==> src/rtl/multicycle_control_pkg.sv <==
// Shared types and encodings for the multicycle control unit: FSM states,
// instruction classes, opcode values and ALU operation classes.
package multicycle_control_pkg;

  typedef enum logic [2:0] {
    FETCH     = 3'd0,
    DECODE    = 3'd1,
    EXECUTE   = 3'd2,
    MEMORY    = 3'd3,
    WRITEBACK = 3'd4,
    TRAP      = 3'd5
  } state_t;

  typedef enum logic [2:0] {
    CLS_R     = 3'd0,
    CLS_I     = 3'd1,
    CLS_LOAD  = 3'd2,
    CLS_STORE = 3'd3,
    CLS_BEQ   = 3'd4
  } iclass_t;

  localparam logic [6:0] OP_R     = 7'b0110011;
  localparam logic [6:0] OP_I     = 7'b0010011;
  localparam logic [6:0] OP_LOAD  = 7'b0000011;
  localparam logic [6:0] OP_STORE = 7'b0100011;
  localparam logic [6:0] OP_BEQ   = 7'b1100011;

  localparam logic [1:0] ALUOP_ADD    = 2'b00;
  localparam logic [1:0] ALUOP_SUB    = 2'b01;
  localparam logic [1:0] ALUOP_RFUNCT = 2'b10;
  localparam logic [1:0] ALUOP_IFUNCT = 2'b11;

endpackage

==> src/rtl/multicycle_control_opcode_decoder.sv <==
// Maps a 7-bit major opcode onto an instruction class plus a legal flag.
module opcode_decoder
  import multicycle_control_pkg::*;
(
  input  logic [6:0] opcode,
  output iclass_t    iclass,
  output logic       legal
);

  always_comb begin
    iclass = CLS_R;
    legal  = 1'b1;
    case (opcode)
      OP_R:     iclass = CLS_R;
      OP_I:     iclass = CLS_I;
      OP_LOAD:  iclass = CLS_LOAD;
      OP_STORE: iclass = CLS_STORE;
      OP_BEQ:   iclass = CLS_BEQ;
      default:  legal  = 1'b0;
    endcase
  end

endmodule

==> src/rtl/multicycle_control.sv <==
// Multicycle CPU control FSM: fetch/decode/execute/memory/writeback sequencing,
// registered instruction class, illegal-opcode trap and retired-instruction counter.
module multicycle_control
  import multicycle_control_pkg::*;
#(
  parameter logic [31:0] INSTRET_INIT = '0
)(
  input  logic        clk,
  input  logic        reset,
  input  logic [6:0]  opcode,
  input  logic        zero,
  input  logic        imem_ready,
  input  logic        dmem_ready,
  output logic        imem_req,
  output logic        ir_write,
  output logic        pc_write,
  output logic        pc_src,
  output logic        alu_src,
  output logic [1:0]  alu_op,
  output logic        dmem_req,
  output logic        dmem_we,
  output logic        mem_to_reg,
  output logic        reg_write,
  output logic        illegal,
  output logic        retire,
  output logic [31:0] instret,
  output logic [2:0]  state
);

  state_t      state_reg, state_next;
  iclass_t     class_reg;
  iclass_t     dec_class;
  logic        dec_legal;
  logic [31:0] instret_reg;

  logic       imem_req_c, ir_write_c, pc_write_c, pc_src_c, alu_src_c;
  logic [1:0] alu_op_c;
  logic       dmem_req_c, dmem_we_c, mem_to_reg_c, reg_write_c, illegal_c, retire_c;

  opcode_decoder u_decoder (
    .opcode (opcode),
    .iclass (dec_class),
    .legal  (dec_legal)
  );

  always_ff @(posedge clk) begin
    if (reset) begin
      state_reg   <= FETCH;
      class_reg   <= CLS_R;
      instret_reg <= INSTRET_INIT;
    end else begin
      state_reg <= state_next;
      if (state_reg == DECODE)
        class_reg <= dec_class;
      if (retire_c)
        instret_reg <= instret_reg + 32'd1;
    end
  end

  always_comb begin
    state_next   = state_reg;
    imem_req_c   = 1'b0;
    ir_write_c   = 1'b0;
    pc_write_c   = 1'b0;
    pc_src_c     = 1'b0;
    alu_src_c    = 1'b0;
    alu_op_c     = ALUOP_ADD;
    dmem_req_c   = 1'b0;
    dmem_we_c    = 1'b0;
    mem_to_reg_c = 1'b0;
    reg_write_c  = 1'b0;
    illegal_c    = 1'b0;
    retire_c     = 1'b0;
    case (state_reg)
      FETCH: begin
        imem_req_c = 1'b1;
        if (imem_ready) begin
          ir_write_c = 1'b1;
          pc_write_c = 1'b1;
          state_next = DECODE;
        end
      end
      DECODE: state_next = dec_legal ? EXECUTE : TRAP;
      EXECUTE: begin
        // Driven from the class captured in DECODE; the IR may already be changing.
        case (class_reg)
          CLS_R: begin
            alu_op_c   = ALUOP_RFUNCT;
            state_next = WRITEBACK;
          end
          CLS_I: begin
            alu_src_c  = 1'b1;
            alu_op_c   = ALUOP_IFUNCT;
            state_next = WRITEBACK;
          end
          CLS_LOAD, CLS_STORE: begin
            alu_src_c  = 1'b1;
            state_next = MEMORY;
          end
          CLS_BEQ: begin
            alu_op_c   = ALUOP_SUB;
            pc_write_c = zero;
            pc_src_c   = 1'b1;
            retire_c   = 1'b1;
            state_next = FETCH;
          end
          default: state_next = TRAP;
        endcase
      end
      MEMORY: begin
        alu_src_c  = 1'b1;
        dmem_req_c = 1'b1;
        dmem_we_c  = (class_reg == CLS_STORE);
        if (dmem_ready) begin
          if (class_reg == CLS_STORE) begin
            retire_c   = 1'b1;
            state_next = FETCH;
          end else begin
            state_next = WRITEBACK;
          end
        end
      end
      WRITEBACK: begin
        reg_write_c  = 1'b1;
        mem_to_reg_c = (class_reg == CLS_LOAD);
        alu_src_c    = (class_reg != CLS_R);
        alu_op_c     = (class_reg == CLS_R) ? ALUOP_RFUNCT :
                       (class_reg == CLS_I) ? ALUOP_IFUNCT : ALUOP_ADD;
        retire_c     = 1'b1;
        state_next   = FETCH;
      end
      TRAP:    illegal_c  = 1'b1;
      default: state_next = FETCH;
    endcase
  end

  // Reset forces every output low combinationally, even before the first edge.
  assign imem_req   = imem_req_c   & ~reset;
  assign ir_write   = ir_write_c   & ~reset;
  assign pc_write   = pc_write_c   & ~reset;
  assign pc_src     = pc_src_c     & ~reset;
  assign alu_src    = alu_src_c    & ~reset;
  assign alu_op     = reset ? 2'b00 : alu_op_c;
  assign dmem_req   = dmem_req_c   & ~reset;
  assign dmem_we    = dmem_we_c    & ~reset;
  assign mem_to_reg = mem_to_reg_c & ~reset;
  assign reg_write  = reg_write_c  & ~reset;
  assign illegal    = illegal_c    & ~reset;
  assign retire     = retire_c     & ~reset;
  assign instret    = reset ? 32'd0 : instret_reg;
  assign state      = reset ? 3'd0 : state_reg;

endmodule

==> config.mk <==
export PLATFORM = sky130hd
export DESIGN_NAME = multicycle_control
export DESIGN_NICKNAME = d
export VERILOG_FILES = /design/src/rtl/multicycle_control_pkg.sv /design/src/rtl/multicycle_control_opcode_decoder.sv /design/src/rtl/multicycle_control.sv
export SDC_FILE = /design/constraint.sdc
export NUM_CORES = 1
export LEC_CHECK = 0
export BUFFER_PORTS_ARGS = -buffer_cell sky130_fd_sc_hd__clkbuf_2
export CAP_MARGIN = 25
export CORE_MARGIN = 2
export CORE_UTILIZATION = 48
export DETAILED_ROUTE_END_ITERATION = 6
export PLACE_DENSITY_LB_ADDON = 0.12
export REMOVE_ABC_BUFFERS = 1
export SLEW_MARGIN = 20
export SYNTH_ARGS = -nofsm -noshare
export SYNTH_HDL_FRONTEND = slang
export SYNTH_HIERARCHICAL = 1
export SYNTH_SLANG_ARGS = --single-unit
==> constraint.sdc <==
create_clock -name clk -period 2 [get_ports clk]
set_input_delay 0.2 -clock clk [delete_from_list [all_inputs] [get_ports clk]]
set_output_delay 0.2 -clock clk [all_outputs]
set_load 0.03 [all_outputs]
==> summary.md <==
| Metric | Value |
|---|---|
| Core ar. | roughly 4700 um2 |
| Tot GR Track Use | 22.5% |
| Post-route cell area | slightly above 3000 um2 |
| Skew-Pair Late Insertion Delay | 0.29 ns |
| Biggest cell delay along the critical path | 0.34 ns |
| First-pass GRT wire length | 9.62 mm |
| Worst VDD drop | 0.315 mV |
| Ant diodes | 0 |
| Max-slew violations | 0 |
| DIE AREA | 5490 um2 |
| Initial Util | 49.9% |
| Crit Path Category | flop to output port |
| Crit path cell chain | buf_4 > nand3b_1 > buf_4 > nor3_4 > a22oi_1 > nor4_1 > buf_4 |
| P_leak | 1.24 nW |
| Share of cells above drive strength 1 | 34.6% |
| CP Max Fanout | 3 |
| Port bufs | roughly 60 |
| Via/cell ratio | approximately 5.4 |
| Post-synthesis cell count | 298 |
| Max reg flops | 32 |
| Most frequent cells in the layout | clkbuf_2, nor2_1, dfxtp_1, nor2b_1, buf_4 |
| Crit end category | output port |
| Post-DP Area | 2880 um2 |
| YS warnings | 6 |
| Initial antenna violation count | 0 |
| Vias in the first global route | 2125 |
| Startpoint Class | flop |
| Synth top area share | between 30% and 40% |
| H-tree Lvls | 2 |
| Clock sink count | 38 |
| Min Tclk post-route | 1.97 ns |
| Initial DRT Pass Iterations | 4 |
| P&R area growth vs syn | 30.9% |
| Unique masters post-synth | 49 |
| Commonest non-fill, non-tap cell in the layout | clkbuf_2 |
| Clock-pin transition on the worst setup and hold timing paths | 0.07 ns |
| Maximum clock rate | 508 MHz |
| Ys flop type | dfxtp_1 |
| Sequential element share of the synthesized area | 32.3% |
| Routed Antenna Nets | 0 |
| CTS root buf | clkbuf_8 |
| CTS buffer count | 5 |
| Hold WS | around 0.22 ns |
| Largest delay share family, worst path | simple AND/OR/NAND/NOR gates |
| Power Density | 472 nW/um2 |
| Avg Cell Area, Syn | 7.91 um2 |
| Status | finished, final reports clean |
| Post-synth EDFFs | 0 |
| Most common cell on crit path | buf_4 |
| Die X | roughly 74 um |
| Critical path required time | roughly 1.8 ns |
| CP max stage cell | dfxtp_2 |
| Maxcap violations | 0 |
| Clk_skew | 0.00416 ns |
| Wire per inst | 13.3 um |
| Die H | 74.1 um |
| Unrepaired setup endpoints after global routing | true |
| Hold Path Class | input port to flop |
| Cell Area, Synth | ~2400 um2 |
| Final Hold Viols | 0 |
| Slew at the pin with the worst max-slew slack | about 0.46 ns |
| Crit path buf inv count | 3 |
| Synthesis-stage register bit count | 38 |
| Rel. slew slack | between 60 and 70% |
| Final WL | between 5 and 6 mm |
| Cts hold-fix bufs | 0 |
| Setup-failing EPs final | 0 |
| TritonCTS clock tree | yes |
| Clock buffer depth | 2 |
| Tcrit/Tclk final | 98.5% |
| Largest area contributor in the netlist | dfxtp_1 |
| Ys async rst share | 0% |
| Final HPWL DP | roughly 4.3 mm |
| RD Place Congestion | 0.895 |
| Row Count | 25 |
| Largest net degree at the start of global routing | 31 |
| I/O Pins | 60 |
| Vias | 2379 |
| Detailed Route Iter0 Violations | 100 |
| DRC | 0 |
| Synth area leaders | dfxtp_1, nor2b_1, nor2_1 |
| Final nets | 390 |
| Grt ovf | 0 |
| Crit path DAT | roughly 1.8 ns |
-- worst reg2reg max path, stage by stage (launching register included) --
cell	delay, ns
dfxtp_2	0.34
buf_4	0.11
nand3b_1	0.11
buf_4	0.16
nor4_4	0.14
buf_6	0.17
o2111ai_2	0.25
nor2_1	0.19
mux2_2	0.35
-- metrics by stage --
step                power, W  setup TNS, ns  instances  setup slack (ns)  util, %
floorplan           0.000865          -1.99        278            -0.205        -
global placement    0.000944              0        433            0.0993     60.9
detailed placement  0.000948              0        433            0.0632     60.9
CTS                  0.00147              0        441            0.0136     63.4
global route         0.00152         -0.432        443           -0.0572     65.4
finish               0.00146              0        443            0.0301     65.4
-- area by class of cell --
class                           count  area (um2)
Inverter                            9        33.8
Fill cell                         414        1640
Clock buffer                        6        82.6
Tap cell                           67        83.8
Sequential cell                    38         768
Timing Repair Buffer               92         593
Multi-Input combinational cell    231        1530
-- cell families after synthesis --
logic type,synth area share (%)
AND/OR/NAND/NOR,35.8
flip-flops,32.3
buffers and inverters,5.31
AO/OA/AOI/OAI,18.2
XOR/XNOR,4.09
adder cells (fa/ha/maj),0.531
multiplexers,3.82
-- path summary, 6_finish.rpt --
check / start / depth (start not counted) / endpoint / slack [ns]
worst max register to register: class_reg[2] / 8 / instret_reg[24] / 0.08
worst min register to register: instret_reg[30] / 2 / instret_reg[30] / 0.50
worst max-delay path: class_reg[2] / 7 / pc_write / 0.03
worst min-delay path: opcode[4] / 4 / class_reg[1] / 0.22
-- power by group --
group          internal, W  total [W]  switching, W  leakage, nW
clock network     0.000266   0.000516      0.000250       0.0431
logic            0.0000631   0.000171      0.000108        0.892
registers         0.000762   0.000770    0.00000831        0.308
-- cell usage after synthesis, types with 2 or more instances --
cell	n
nand3_1	7
xor2_1	8
inv_1	9
buf_2	4
mux2_2	8
nand2_1	16
o2111ai_1	7
a21o_1	3
nand2b_1	2
o2111ai_2	2
a21oi_1	21
nand3b_1	2
or3_1	12
and2_1	2
buf_1	3
nor2_1	36
and3_1	5
nor3_2	2
clkbuf_1	11
dfxtp_1	38
and4_1	4
xnor2_1	3
o21ai_0	20
nor4_1	5
nor2b_1	30
nand4_1	4
nor3_1	12
-- layer usage --
metal  GRT usage (%)  vias to the layer above  share of wire (%)
met5               0                        -                  0
met4            5.66                        0               0.99
met3            5.56                        7                4.8
met2            37.9                       63                 49
met1            28.8                     1092                 46
li1                -                     1217                  -
-- what timing repair did --
| item | 4_1_cts | 5_1_grt |
|---|---|---|
| endpoints found under the setup margin | 3 | 17 |
| buffers inserted | 2 | 2 |
| gates resized for setup | 8 | 24 |
| pin swaps | 1 | 8 |
| gates cloned | 0 | 0 |
Note: power is estimated with default switching activity, not from simulation.
